File: src/rtl/pay_pkg.sv
// pay_pkg -- shared definitions for the payment-collection stage.
//   * Controller state-bus encodings (OFF, PAYMENT, SUCCESS, FAILURE).
//   * Collection FSM encoding (P_IDLE, P_COLLECT, P_DONE).
//   * coin_value(): maps the 2-bit coin selector to its value in yuan.
package pay_pkg;

  localparam logic [3:0] ST_OFF     = 4'b0000;
  localparam logic [3:0] ST_PAYMENT = 4'b0010;
  localparam logic [3:0] ST_SUCCESS = 4'b0110;
  localparam logic [3:0] ST_FAILURE = 4'b0111;

  typedef enum logic [1:0] {
    P_IDLE    = 2'd0,
    P_COLLECT = 2'd1,
    P_DONE    = 2'd2
  } pstate_t;

  // Coin selector to value: 00=1, 01=5, 10=10, 11=20.
  function automatic logic [4:0] coin_value(input logic [1:0] sel);
    logic [4:0] val;
    unique case (sel)
      2'b00:   val = 5'd1;
      2'b01:   val = 5'd5;
      2'b10:   val = 5'd10;
      default: val = 5'd20;
    endcase
    return val;
  endfunction

endpackage

File: src/rtl/pay_collect_sec_tick.sv
// sec_tick -- one-second tick generator for the payment timeout.
//   clk, rst_n : clock and asynchronous active-low reset
//   en         : count enable; the divider clears whenever en is low
//   tick       : one-cycle pulse every CLK_HZ cycles while en is high
module sec_tick #(
  parameter int CLK_HZ = 100_000_000
) (
  input  logic clk,
  input  logic rst_n,
  input  logic en,
  output logic tick
);

  localparam int CW = (CLK_HZ > 1) ? $clog2(CLK_HZ) : 1;
  localparam logic [CW-1:0] LAST = CW'(CLK_HZ - 1);

  logic [CW-1:0] cnt;

  assign tick = en && (cnt == LAST);

  // NOTE: sequential state is always written with non-blocking assignments so
  // every flop samples the pre-edge values of its neighbours.
  always_ff @(posedge clk or negedge rst_n) begin
    if (!rst_n) begin
      cnt <= '0;
    end else if (!en || cnt == LAST) begin
      cnt <= '0;
    end else begin
      cnt <= cnt + CW'(1);
    end
  end

endmodule

File: src/rtl/pay_collect.sv
// pay_collect -- payment-collection stage downstream of the mode/state controller.
// While the controller sits in PAYMENT it accumulates coins, compares the total
// against the order price and issues a one-cycle finish pulse with a pay_ok flag
// (1=paid, 0=refunded). Change/refund and the paid amount are held afterwards for
// the SUCCESS/FAILURE display states.
//
// Ports:
//   clk, rst_n  : clock, asynchronous active-low reset
//   state       : controller state bus (OFF/PAYMENT/SUCCESS/FAILURE, others = override)
//   price       : order total, sampled on entry to PAYMENT
//   coin_vld    : one-cycle coin pulse, value selected by coin_sel
//   cancel      : one-cycle user return request
//   finish      : one-cycle pulse, payment concluded
//   pay_ok      : outcome, valid with finish and held afterwards
//   paid        : amount inserted so far
//   change      : change (success) or refund (failure)
//   secs_left   : seconds remaining before the idle timeout
//   coin_rej    : one-cycle pulse, coin not accepted
//
// Build option: define PAY_TIMEOUT_EN to include the 1 s divider and the idle
// timeout refund. Without it secs_left is tied to 0 and only cancel or a
// controller exit ends collection with a refund.
module pay_collect
  import pay_pkg::*;
#(
  parameter int AMT_W     = 10,
  parameter int CLK_HZ    = 100_000_000,
  parameter int TIMEOUT_S = 30
) (
  input  logic             clk,
  input  logic             rst_n,
  input  logic [3:0]       state,
  input  logic [AMT_W-1:0] price,
  input  logic             coin_vld,
  input  logic [1:0]       coin_sel,
  input  logic             cancel,
  output logic             finish,
  output logic             pay_ok,
  output logic [AMT_W-1:0] paid,
  output logic [AMT_W-1:0] change,
  output logic [5:0]       secs_left,
  output logic             coin_rej
);

  pstate_t          fsm;
  logic [3:0]       state_q;
  logic [AMT_W-1:0] price_q;
  logic [AMT_W:0]   sum;
  logic [AMT_W-1:0] paid_nxt;
  logic             collecting;
  logic             entry;
  logic             coin_ok;
  logic             tick;
  logic             timeout;

  assign collecting = (fsm == P_COLLECT);
  assign entry      = (state == ST_PAYMENT) && (state_q != ST_PAYMENT);

  // One extra bit catches a coin that would push the total past 2^AMT_W-1;
  // such a coin is rejected rather than clipped.
  assign sum      = {1'b0, paid} + (AMT_W+1)'(coin_value(coin_sel));
  assign coin_ok  = coin_vld && !sum[AMT_W] && collecting && (state == ST_PAYMENT);
  assign paid_nxt = coin_ok ? sum[AMT_W-1:0] : paid;

`ifdef PAY_TIMEOUT_EN
  localparam logic [5:0] SECS_INIT = 6'(TIMEOUT_S);

  sec_tick #(.CLK_HZ(CLK_HZ)) u_sec_tick (
    .clk  (clk),
    .rst_n(rst_n),
    .en   (collecting),
    .tick (tick)
  );

  // A coin on the tick cycle reloads the timer, so it cancels the timeout.
  assign timeout = tick && !coin_ok && (secs_left <= 6'd1);
`else
  localparam logic [5:0] SECS_INIT = 6'd0;

  assign tick    = 1'b0;
  assign timeout = 1'b0;
`endif

  // NOTE: every register, including price_q, is in the async reset so the
  // outputs are defined the moment rst_n falls, with no clock required.
  always_ff @(posedge clk or negedge rst_n) begin
    if (!rst_n) begin
      fsm       <= P_IDLE;
      state_q   <= ST_OFF;
      price_q   <= '0;
      paid      <= '0;
      change    <= '0;
      pay_ok    <= 1'b0;
      finish    <= 1'b0;
      coin_rej  <= 1'b0;
      secs_left <= SECS_INIT;
    end else begin
      state_q  <= state;
      finish   <= 1'b0;
      coin_rej <= coin_vld && !coin_ok;

      if (state == ST_OFF) begin
        fsm       <= P_IDLE;
        price_q   <= '0;
        paid      <= '0;
        change    <= '0;
        pay_ok    <= 1'b0;
        coin_rej  <= 1'b0;
        secs_left <= SECS_INIT;
      end else begin
        unique case (fsm)
          P_IDLE: begin
            if (entry) begin
              price_q   <= price;
              paid      <= '0;
              change    <= '0;
              pay_ok    <= 1'b0;
              secs_left <= SECS_INIT;
              fsm       <= P_COLLECT;
            end
          end

          P_COLLECT: begin
            if (state != ST_PAYMENT) begin
              // Controller override: refund whatever has been inserted.
              finish <= 1'b1;
              pay_ok <= 1'b0;
              change <= paid;
              fsm    <= P_DONE;
            end else begin
              paid <= paid_nxt;
              if (coin_ok) begin
                secs_left <= SECS_INIT;
              end else if (tick && secs_left != 6'd0) begin
                secs_left <= secs_left - 6'd1;
              end
              // The coin of this cycle counts before cancel/timeout is judged.
              if (paid_nxt >= price_q) begin
                finish <= 1'b1;
                pay_ok <= 1'b1;
                change <= paid_nxt - price_q;
                fsm    <= P_DONE;
              end else if (cancel || timeout) begin
                finish <= 1'b1;
                pay_ok <= 1'b0;
                change <= paid_nxt;
                fsm    <= P_DONE;
              end
            end
          end

          P_DONE: begin
            if (!(state inside {ST_PAYMENT, ST_SUCCESS, ST_FAILURE})) begin
              fsm <= P_IDLE;
            end
          end

          default: fsm <= P_IDLE;
        endcase
      end
    end
  end

endmodule
File: config.mk
export PLATFORM = sky130hd
export DESIGN_NAME = pay_collect
export DESIGN_NICKNAME = d
export VERILOG_FILES = /design/src/rtl/pay_pkg.sv /design/src/rtl/pay_collect_sec_tick.sv /design/src/rtl/pay_collect.sv
export SDC_FILE = /design/constraint.sdc
export NUM_CORES = 1
export LEC_CHECK = 0
export BUFFER_PORTS_ARGS = -buffer_cell sky130_fd_sc_hd__buf_4
export CAP_MARGIN = 20
export CORE_ASPECT_RATIO = 1.75
export CORE_MARGIN = 4
export CORE_UTILIZATION = 35
export CTS_CLUSTER_DIAMETER = 40
export CTS_CLUSTER_SIZE = 24
export DETAILED_ROUTE_END_ITERATION = 10
export SLEW_MARGIN = 20
export SYNTH_ARGS = -nofsm -noshare
export SYNTH_HDL_FRONTEND = slang
export SYNTH_HIERARCHICAL = 1
export SYNTH_SLANG_ARGS = --single-unit
File: constraint.sdc
create_clock -name clk -period 4.7 [get_ports clk]
set_clock_uncertainty 0.2 [all_clocks]
set_input_delay 0.47 -clock clk [delete_from_list [all_inputs] [get_ports clk]]
set_output_delay 0.47 -clock clk [all_outputs]
set_load 0.02 [all_outputs]
* After elaboration in Yosys (flattened, before gate mapping)
Index checks and enable logic that the tools add are counted.
** Word-level totals
- Flip-flop bits (word level) :: 45
- Input bits :: 20
- Logic and storage cells :: 83
** Operators by class
- $add $sub $neg :: 2
- $lt $le $gt $ge :: 1
- Equal/unequal tests :: 14
- Muxes and demuxes :: 38
- Reduce and logical (&&, ||, !) cells :: 19
** Operators with widths (number)
- $mux 10 :: 11
- $pmux 10 s2 :: 2
- $mux 6 :: 4
- $pmux 5 s3 :: 1
- $mux 2 :: 6
- $pmux 6 s2 :: 1
- $add 10x5->11 :: 1
- $mux 1 :: 11
- $ge 10x10->1 :: 1
- $sub 10x10->10 :: 1
- $ne 3x3->1 const B :: 3
- $reduce_and 3->1 :: 3
- $eq 4x3->1 const B :: 2
- $ne 4x2->1 const B :: 2
- $pmux 2 s3 :: 1
- $reduce_bool 3->1 :: 2
- $logic_and 1x1->1 :: 5
- $ne 5x2->1 const B :: 1
- $eq 2x1->1 const B :: 2
- $eq 2x2->1 const B :: 2
- $eq 4x2->1 const B :: 1
- $logic_not 2->1 :: 2
- $logic_not 4->1 :: 1
- $reduce_and 4->1 :: 1
- other kinds (5) :: 7

* Longest topological paths before layout
Gate-level depths: netlist of the first run.
- Word-level depth :: 13
- Depth in mapped cells :: 20
- Mapped depth without buffers :: 18

* Least setup slack after synthesis of the first run
OpenSTA, ideal clock, no wires.
- Kind :: input to register
- Start point :: input coin_sel[0]
- End point :: register change[9]
- Library setup time :: 0.126 ns
- Arrival :: 4.096 ns
- Required time :: 4.374 ns
- Setup slack :: 0.278 ns
- Cell stages on the path :: 19
- Buffers on the path :: 1
- Cells stage by stage :: nand2b_1 > xnor2_1 > ha_1 > a21oi_1 > o21ai_0 > and3_1 > buf_2 > a211o_1 > xor2_1 > inv_1 > ha_1 > nor2_1 > a211oi_1 > or4_4 > and2_4 > o311ai_4 > inv_4 > a32oi_1 > o21ai_1
** On the way
- Longest elaborated chain between the ends :: 13
- Elaborated cells between the ends (all ways) :: 19
** RTL lines
- start: declaration :: line pay_collect.sv:35 : input logic [1:0] coin_sel,
- $eq 2x2->1 (tied with other cells) :: line pay_pkg.sv:21 : unique case (sel)
- $pmux 5 s3 (*) :: line pay_pkg.sv:21
- $add 10x5->11 (*) :: line pay_collect.sv:61 : assign sum = {1'b0, paid} + (AMT_W+1)'(coin_value(coin_sel));
- $logic_not 1->1 :: line pay_collect.sv:62 : assign coin_ok = coin_vld && !sum[AMT_W] && collecting && (state == ST_PAYMENT);
- $logic_and 1x1->1 (3 in series) :: line pay_collect.sv:62
- $mux 10 (*) :: line pay_collect.sv:63 : assign paid_nxt = coin_ok ? sum[AMT_W-1:0] : paid;
- $sub 10x10->10 (tied with other cells) :: line pay_collect.sv:141 : change <= paid_nxt - price_q;
- $mux 10 :: line pay_collect.sv:138 : if (paid_nxt >= price_q) begin
- $mux 10 :: line pay_collect.sv:124 : if (state != ST_PAYMENT) begin
- $pmux 10 s2 :: line pay_collect.sv:111 : unique case (fsm)
- $mux 10 :: line pay_collect.sv:102 : if (state == ST_OFF) begin
- end signal: assignment :: line pay_collect.sv:128 : change <= paid;
- end signal: assignment :: line pay_collect.sv:141
- end signal: assignment :: line pay_collect.sv:146 : change <= paid_nxt;
- end: declaration :: line pay_collect.sv:40 : output logic [AMT_W-1:0] change,
Mark *: on every way between the ends. The rest lies on a longest branch, timed or not. The select of a mux whose other input is x is not followed.
A chain may end at the register's enable or synchronous reset.

* Final worst setup path of the first run
- Start point :: register paid[0]
- End point :: register change[9]
** On the way
- Longest elaborated chain between the ends :: 11
- Elaborated cells between the ends (all ways) :: 15
** RTL lines
- start: declaration :: line pay_collect.sv:39 : output logic [AMT_W-1:0] paid,
- start signal: assignment :: line pay_collect.sv:131 : paid <= paid_nxt;
- $add 10x5->11 :: line pay_collect.sv:61
- $logic_not 1->1 :: line pay_collect.sv:62
- $logic_and 1x1->1 (3 in series) :: line pay_collect.sv:62
- $mux 10 (*) :: line pay_collect.sv:63
- $sub 10x10->10 (tied with other cells) :: line pay_collect.sv:141
- $mux 10 :: line pay_collect.sv:138
- $mux 10 :: line pay_collect.sv:124
- $pmux 10 s2 :: line pay_collect.sv:111
- $mux 10 :: line pay_collect.sv:102
Marked as above.

==> results of run 1 <==
-- area by class of cell --
class,count,share of cell area (%)
Clock buffer,7,3.77
Clock inverter,1,0.142
Inverter,18,1.99
Multi-Input combinational cell,247,46.6
Sequential cell,39,27.8
Tap cell,88,3.13
Timing Repair Buffer,74,16.6
-- cells in the mapped netlist (all sizes together) (5+ instances only) --
library cell / n / share of area, %
a211o: 5 / 1.9
a21oi: 17 / 3.1
a22o: 5 / 1.6
and3: 5 / 1.1
buf: 11 / 2.9
clkbuf: 6 / 0.82
dfrtp: 39 / 35
ha: 14 / 6.3
inv: 18 / 2.5
nand2: 48 / 6.5
nand3: 6 / 1.3
nor2: 21 / 3.1
nor3: 5 / 1.5
o21a: 7 / 1.9
o21ai: 38 / 6.9
xnor2: 6 / 1.9
xor2: 6 / 1.9
-- power by group through the flow --
stage | Clock (µW) | Combinational, µW | Sequential [µW]
floorplan | 0 | 172 | 369
global placement | 0 | 281 | 368
detailed placement | 0 | 286 | 369
CTS | 338 | 288 | 363
global route | 353 | 312 | 365
finish | 329 | 285 | 363
-- layer usage --
| metal | vias to the layer above | global-route usage [%] | share of wire [%] |
|---|---|---|---|
| li1 | 1256 | - | - |
| met1 | 1206 | 18.3 | 37 |
| met2 | 56 | 31.9 | 56 |
| met3 | 17 | 1.77 | 3.5 |
| met4 | 0 | 9.78 | 4.2 |
| met5 | - | 0 | 0 |
-- worst max-delay path, delay by kind of cell (launching register included) --
kind                     cells  cell delay [ns]
multiplexers                 1             0.40
AND/OR/NAND/NOR              5             1.48
buffers and inverters        1             0.09
adder cells (fa/ha/maj)      3             0.69
AO/OA/AOI/OAI                6             1.03
flip-flops                   1             0.44
-- worst paths after layout --
check                      cells past startpoint       from         end
setup / recovery                              16    paid[0]   change[9]
hold / removal                                 1   state[3]  state_q[3]
setup reg to reg                              16    paid[0]   change[9]
hold reg to reg                                2  change[0]   change[0]
max in group asynchronous                      2      rst_n  state_q[3]
min in group asynchronous                      2      rst_n  price_q[9]
-- repair_timing --
action	in CTS	in global routing
hold buffers	1	0
hold endpoints to repair	39	0
setup endpoints to repair	0	0
-- state kept, by name, indices dropped and copies added, names as in the netlist --
register  count
change       10
paid         10
price_q      10
state_q       4
fsm           2
coin_rej      1
finish        1
pay_ok        1
-- stage by stage --
step / utilization [%] / instances / setup WS, ns / total power (µW)
after floorplan: - / 321 / 0.278 / 541
after global placement: 44.2 / 465 / 0.102 / 649
after detailed placement: 44.2 / 465 / 0.0508 / 654
after CTS: 46.1 / 474 / 0.267 / 988
after global routing: 46.1 / 474 / 0.0219 / 1030
final: 46.1 / 474 / 0.237 / 976
-- cell families (layout without fill, tap and decap cells) --
kind of cell             count (synthesis)  in the layout  share of synthesized area, %
other                                    1              6                         0.136
multiplexers                             5              5                          1.95
flip-flops                              39             39                          35.3
buffers and inverters                   35            100                          6.21
AND/OR/NAND/NOR                        108            108                          20.4
AO/OA/AOI/OAI                          101            101                          25.1
adder cells (fa/ha/maj)                 15             15                          7.07
XOR/XNOR                                12             12                          3.81
-- placed cells by master, fill, tap and decap left out, types with 2 or more instances in the layout --
cell and count:
conb_1 6, nor4_4 2, o21a_1 7, a21oi_1 17
or3_1 3, ha_1 14, mux2i_1 2, a21o_1 3
dfrtp_1 39, mux2_2 3, nor2b_1 3, o21ai_1 6
o21ai_0 32, buf_12 2, clkbuf_1 2, nand4_1 2
a22o_1 5, and3_1 5, inv_1 17, nand3_1 5
a31oi_1 2, buf_4 71, nor2_1 20, o31ai_1 3
o211ai_1 2, nor3_1 3, xnor2_1 6, xor2_1 6
o2111ai_1 2, nand2_1 48, a211oi_1 2, a211o_1 4
a22oi_1 3, and2_1 2, clkbuf_16 5, a32oi_1 2
nand2b_1 4
==> summary.txt, run 1 <==
Worst setup path
  • Type of the worst setup path: reg -> reg
  • Required time of the critical path: 4.67 ns
  • Endpoint type of the worst setup path: flip-flop
  • Largest stage delay on the critical path: 0.53 ns
  • Startpoint types: flip-flop
  • R2r setup slk: 0.24 ns
  • Most frequent cell on the critical path: ha_1
  • Worst path arrival time: 4.43 ns
  • CP max-delay cell: or4_4
  • Critical path cell sequence: ha_1, ha_1, a21oi_1, o21ai_0, and3_1, nor2_4, mux2_2, ha_1, nor2_1, a211oi_1, or4_4, and2_4, o311ai_4, inv_4, a32oi_1, o21ai_1
  • CP Max Fanout: 7

Routing
  • # DRC: 0
  • 1st-iter DRT viols: 151
  • Routed len/inst: 16.4 µm
  • Vias per cell: 5.35
  • Via count: 2535
  • Post-DRT Antenna Nets: 0
  • Drt total wl: 7760 µm
  • First-pass iteration count of the detailed router: 4

Yosys
  • Synth Warn #: 6
  • Yosys cell types: 61
  • EDFF count, synth: 0
  • Post-synth ARST share: 100%
  • Top FF cell, synth: dfrtp_1
  • Average size of a mapped cell: 8.74 µm²
  • Syn Inst Count: 316
  • Synthesized flop and latch total: 39
  • Post-synthesis sequential area ratio: 35.3%
  • Cell area after synthesis: 0.00276 mm²

STA
  • Final setup vio count: 0
  • Slew margin rel.: 59.0%
  • Hold_ws: 0.121 ns
  • Setup_tns: 0 ns
  • Pins Over Slew Limit: 0
  • RSZ-0062 raised after global routing: no
  • Final worst path period need: 4.46 ns
  • Worst-Margin Slew: 0.607 ns
  • Final period util: 95.0%
  • Final Hold Fails: 0
  • FMAX: 224 MHz

CTS
  • CTS tree: built
  • Post-CTS sizing: 0
  • Post-CTS setup buffer count: 0
  • Sink Count: 39
  • Clk root buf: clkbuf_16
  • Max Buffers Root-to-Sink: 2
  • Reg clk slew, reported paths: 0.06 ns
  • Clk_lat worst skew: 0.29 ns
  • H-tree Lvls: 2
  • CTS buffer count: 5

GRT
  • Global Route Usage Sum: 17.4%
  • Initial antenna violation count: 0
  • Vias in the first global route: 2593
  • Gr ovfl total: 0
  • First-pass GRT wire length: 12600 µm
  • Largest net degree at the start of global routing: 40

Finish
  • Footprint of the multi-input gates: 0.00164 mm²
  • Share of post-route cells with drive strength above 1: 25.9%
  • Filler cell count: 766
  • Inserted Diodes: 0
  • Final non-filler cell area: 0.00352 mm²
  • FF/Latch Area: 976 µm²
  • Nets@finish: 420
  • Area Growth Syn to Fin: 27.3%

Power
  • Share of power burned in registers: 37.1%
  • Int Power: 684 µW
  • Psw: 293 µW
  • Sw Share: 30.0%
  • Clk pwr share: 33.7%
  • Logic pwr share: 29.2%
  • Leakage: 0.00169 µW
  • Worst VDD drop: 129 µV
  • Power density over the cells: 278 mW/mm²

Run status
  • Status: finished, final reports clean

Place
  • IO buf count: 42
  • Cell Area, Placed: 0.00337 mm²
  • Final estimated routing congestion in global placement: 0.899
  • Placed wire-length estimate: 6200 µm

Floorplan
  • Die width: 75.1 µm
  • Die area: 0.00943 mm²
  • Cell row count: 42
  • Starting Density: 36.2%
  • Die span in y: 126 µm
  • Core footprint: 0.00762 mm²
  • I/O pin count: 49

Job
  • Max cap viols: 0

Min path
  • Hold Crit Class: in -> reg
Power figures use the tool's default switching activity.
==> run 2, diff against run 1 <==
- ABC_AREA: not set -> 1
==> run 2 against run 1 <==
Against the previous run: non-clock buffer count decreased by 30; core utilization decreased by 3.7 points; synthesized cell count grew 33%; wire length increased by 13%; highest routed layer unchanged; maximum frequency increased by 5.4%; clock-buffer cell count is 2 lower; largest power group is now clock; global-route usage rose by 0.58 points.
==> summary.txt, run 2 <==
Run status
  • Status: finished, final reports clean

Floorplan
  • Die area: 0.0101 mm² (+6.7%)
  • I/O pin count: 49 (unchanged)
  • Die width: 77.6 µm (+3.2%)
  • Core footprint: 0.00826 mm² (+8.4%)
  • Starting Density: 35.9% (-0.36 points)
  • Cell row count: 44 (+4.8%)
  • Die span in y: 130 µm (+3.4%)

Finish
  • Nets@finish: 497 (+18%)
  • Largest registers: change: 10 flops, paid: 10 flops, price_q: 10 flops
  • Filler cell count: 884 (+15%)
  • Commonest non-fill, non-tap cell in the layout: nand2_1
  • Share of post-route cells with drive strength above 1: 18.8% (-7.1 points)
  • Area Growth Syn to Fin: 18.2%
  • Inserted Diodes: 0 (unchanged)
  • Commonest cells after routing, fill and taps aside: nand2_1 (115), inv_1 (53), buf_4 (43), nand3_1 (42), dfrtp_1 (39)

Power
  • Power density over the cells: 289 mW/mm² (+3.9%)
  • Int Power: 693 µW (+1.4%)
  • Worst VDD drop: 226 µV (+75%)
  • Clk pwr share: 39.0% (+5.3 points)
  • Total power: 1010 µW (+3.5%)
  • Leakage: 0.00185 µW (+9.5%)
  • Logic pwr share: 25.1% (-4.1 points)
  • Psw: 317 µW (+8.5%)
  • Sw Share: 31.4% (+1.4 points)
  • Share of power burned in registers: 36.0% (-1.1 points)

Routing
  • Routed len/inst: 15.8 µm (-3.8%)
  • Post-DRT Antenna Nets: 0 (unchanged)
  • Drt total wl: 8750 µm (+13%)
  • Vias per cell: 5.15 (-3.8%)
  • 1st-iter DRT viols: 164 (+8.6%)
  • First-pass iteration count of the detailed router: 4 (unchanged)
  • # DRC: 0 (unchanged)
  • Via count: 2856 (+13%)

CTS
  • Reg clk slew, reported paths: 0.06 ns (about the same)
  • Post-CTS sizing: 0 (unchanged)
  • CTS buffer count: 5 (unchanged)
  • Max Buffers Root-to-Sink: 2 (unchanged)
  • Sink Count: 39 (unchanged)
  • Clk_lat worst skew: 0.29 ns (about the same)
  • Clk root buf: clkbuf_16
  • CTS tree: built
  • H-tree Lvls: 2 (unchanged)

STA
  • FMAX: 236 MHz (+5.4%)
  • Final Hold Fails: 0 (unchanged)
  • Setup_tns: 0 ns (unchanged)
  • Pins Over Slew Limit: 0 (unchanged)
  • Final period util: 90.1% (-4.9 points)
  • Final worst path period need: 4.23 ns (-0.229 ns)
  • RSZ-0062 raised after global routing: no
  • Worst-Margin Slew: 0.832 ns (+0.226 ns)
  • Slew margin rel.: 44.3% (-15 points)
  • Final setup vio count: 0 (unchanged)

Yosys
  • Post-synth top cells: nand2_1 (115), inv_1 (53), nand3_1 (42)
  • Synthesized flop and latch total: 39 (unchanged)
  • Yosys cell types: 42 (-31%)
  • Syn Inst Count: 420 (+33%)
  • Post-synthesis sequential area ratio: 32.9% (-2.4 points)
  • Yosys top cell by area: dfrtp_1
  • Cell area after synthesis: 0.00296 mm² (+7.3%)
  • Cell with the most instances after synthesis: nand2_1
  • Yosys top cell area share: 32.9% (-2.4 points)
  • EDFF count, synth: 0 (unchanged)
  • Post-synth ARST share: 100% (unchanged)
  • Area contributors post-synth: dfrtp_1 (33%), nand2_1 (15%), nand3_1 (7.1%)
  • Top FF cell, synth: dfrtp_1
  • Average size of a mapped cell: 7.05 µm² (-19%)
  • Synth Warn #: 6 (unchanged)

Worst setup path
  • CP Max Fanout: 15 (+8)
  • Worst path arrival time: 4.21 ns (-0.22 ns)
  • Worst path bufs/invs: 1 (unchanged)
  • Largest stage delay on the critical path: 0.46 ns (-0.07 ns)
  • Most frequent cell on the critical path: nand2_2
  • Endpoint type of the worst setup path: flip-flop
  • Critical path cell sequence: ha_1, ha_1, inv_1, nand2_2, nand2_1, nand2_2, nand3_2, nand2_4, nand2_4, nand2_2, nand2_2, and2_4, ha_1, a21oi_1, a21boi_1, nand4_4, nor2_4, nand2_2, o21bai_4, nor2_1, nand2_1, nand2_1
  • Type of the worst setup path: reg -> reg
  • Required time of the critical path: 4.68 ns (about the same)
  • Startpoint types: flip-flop
  • Cell family with most CP delay: simple AND/OR/NAND/NOR gates
  • CP max-delay cell: dfrtp_1

GRT
  • First-pass GRT wire length: 13900 µm (+11%)
  • Gr ovfl total: 0 (unchanged)
  • Vias in the first global route: 2919 (+13%)
  • Initial antenna violation count: 0 (unchanged)
  • Largest net degree at the start of global routing: 40 (unchanged)
  • Global Route Usage Sum: 18.0% (+0.58 points)

Job
  • Max cap viols: 0 (unchanged)

Place
  • IO buf count: 42 (unchanged)
  • Placed wire-length estimate: 7140 µm (+15%)
  • Final estimated routing congestion in global placement: 0.929 (+3.3%)

Min path
  • Hold Crit Class: in -> reg
## run 2: cell types whose count changed in the layout (fill, tap and decap cells not counted), moves of 9 or more
cell and delta:
inv_1 +36, a21oi_1 -9, nor2_1 +10, nand2_1 +67
nand3_1 +37, buf_4 -28
## run 2: power by group through the flow
stage,combinational (µW),sequential [µW],clock [µW]
floorplan,184,371,0
global placement,254,369,0
detailed placement,254,369,0
CTS,256,363,400
global route,284,365,413
finish,253,363,394
## run 2: path summary, 6_finish.rpt
kind                            startpoint         end  slack [ns]  depth (start not counted)
worst max-delay path               paid[0]   change[8]        0.47                         22
worst min-delay path              state[0]  state_q[0]         0.1                          1
worst max register to register     paid[0]   change[8]        0.47                         22
worst min register to register   change[4]   change[4]        0.29                          2
max in group asynchronous            rst_n      fsm[0]        3.43                          2
min in group asynchronous            rst_n   change[8]        0.50                          2
## run 2: metal layers
metal / share of wire, % / GRT usage (%) / wire, µm / vias up
li1: - / - / - / 1429
met1: 35 / 16.6 / 3070 / 1343
met2: 58 / 37.6 / 5060 / 66
met3: 3.2 / 1.86 / 282 / 18
met4: 3.9 / 9.22 / 338 / 0
met5: 0 / 0 / 0 / -
## run 2: repair_timing
action / 4_1_cts / 5_1_grt
buffers inserted: 0 / 0
endpoints found under the hold margin: 39 / 0
hold buffers: 1 / 0
setup endpoints to repair: 0 / 0
## run 2: logic make-up after synthesis
family | count (synthesis) | share of synthesized area [%]
adder cells (fa/ha/maj) | 15 | 6.59
buffers and inverters | 76 | 11.2
XOR/XNOR | 8 | 2.36
AO/OA/AOI/OAI | 61 | 12.5
other | 1 | 0.127
flip-flops | 39 | 32.9
AND/OR/NAND/NOR | 220 | 34.3
## run 2: layout make-up
cell class | count | area (µm²) | area share [%]
multi-input cells | 310 | 1670 | 47.8
flip-flops and latches | 39 | 976 | 27.9
repair buffers | 44 | 333 | 9.50
inverters | 62 | 235 | 6.72
clock buffers | 5 | 125 | 3.57
well taps | 92 | 115 | 3.29
clock inverters | 3 | 43.8 | 1.25
## run 2: per-stage QoR
| stage | std cells | area, µm² | setup slack (ns) | utilization, % | hold WS (ns) |
|---|---|---|---|---|---|
| after global placement | 546 | 3320 | 0.339 | 40.2 | 0.276 |
| after detailed placement | 546 | 3320 | 0.290 | 40.2 | 0.277 |
| after global routing | 555 | 3500 | 0.0774 | 42.4 | 0.0969 |
| after floorplan | 425 | 2980 | 1.13 | - | -0.0256 |
| after CTS | 555 | 3500 | 0.468 | 42.4 | 0.0972 |
| final | 555 | 3500 | 0.467 | 42.4 | 0.0978 |
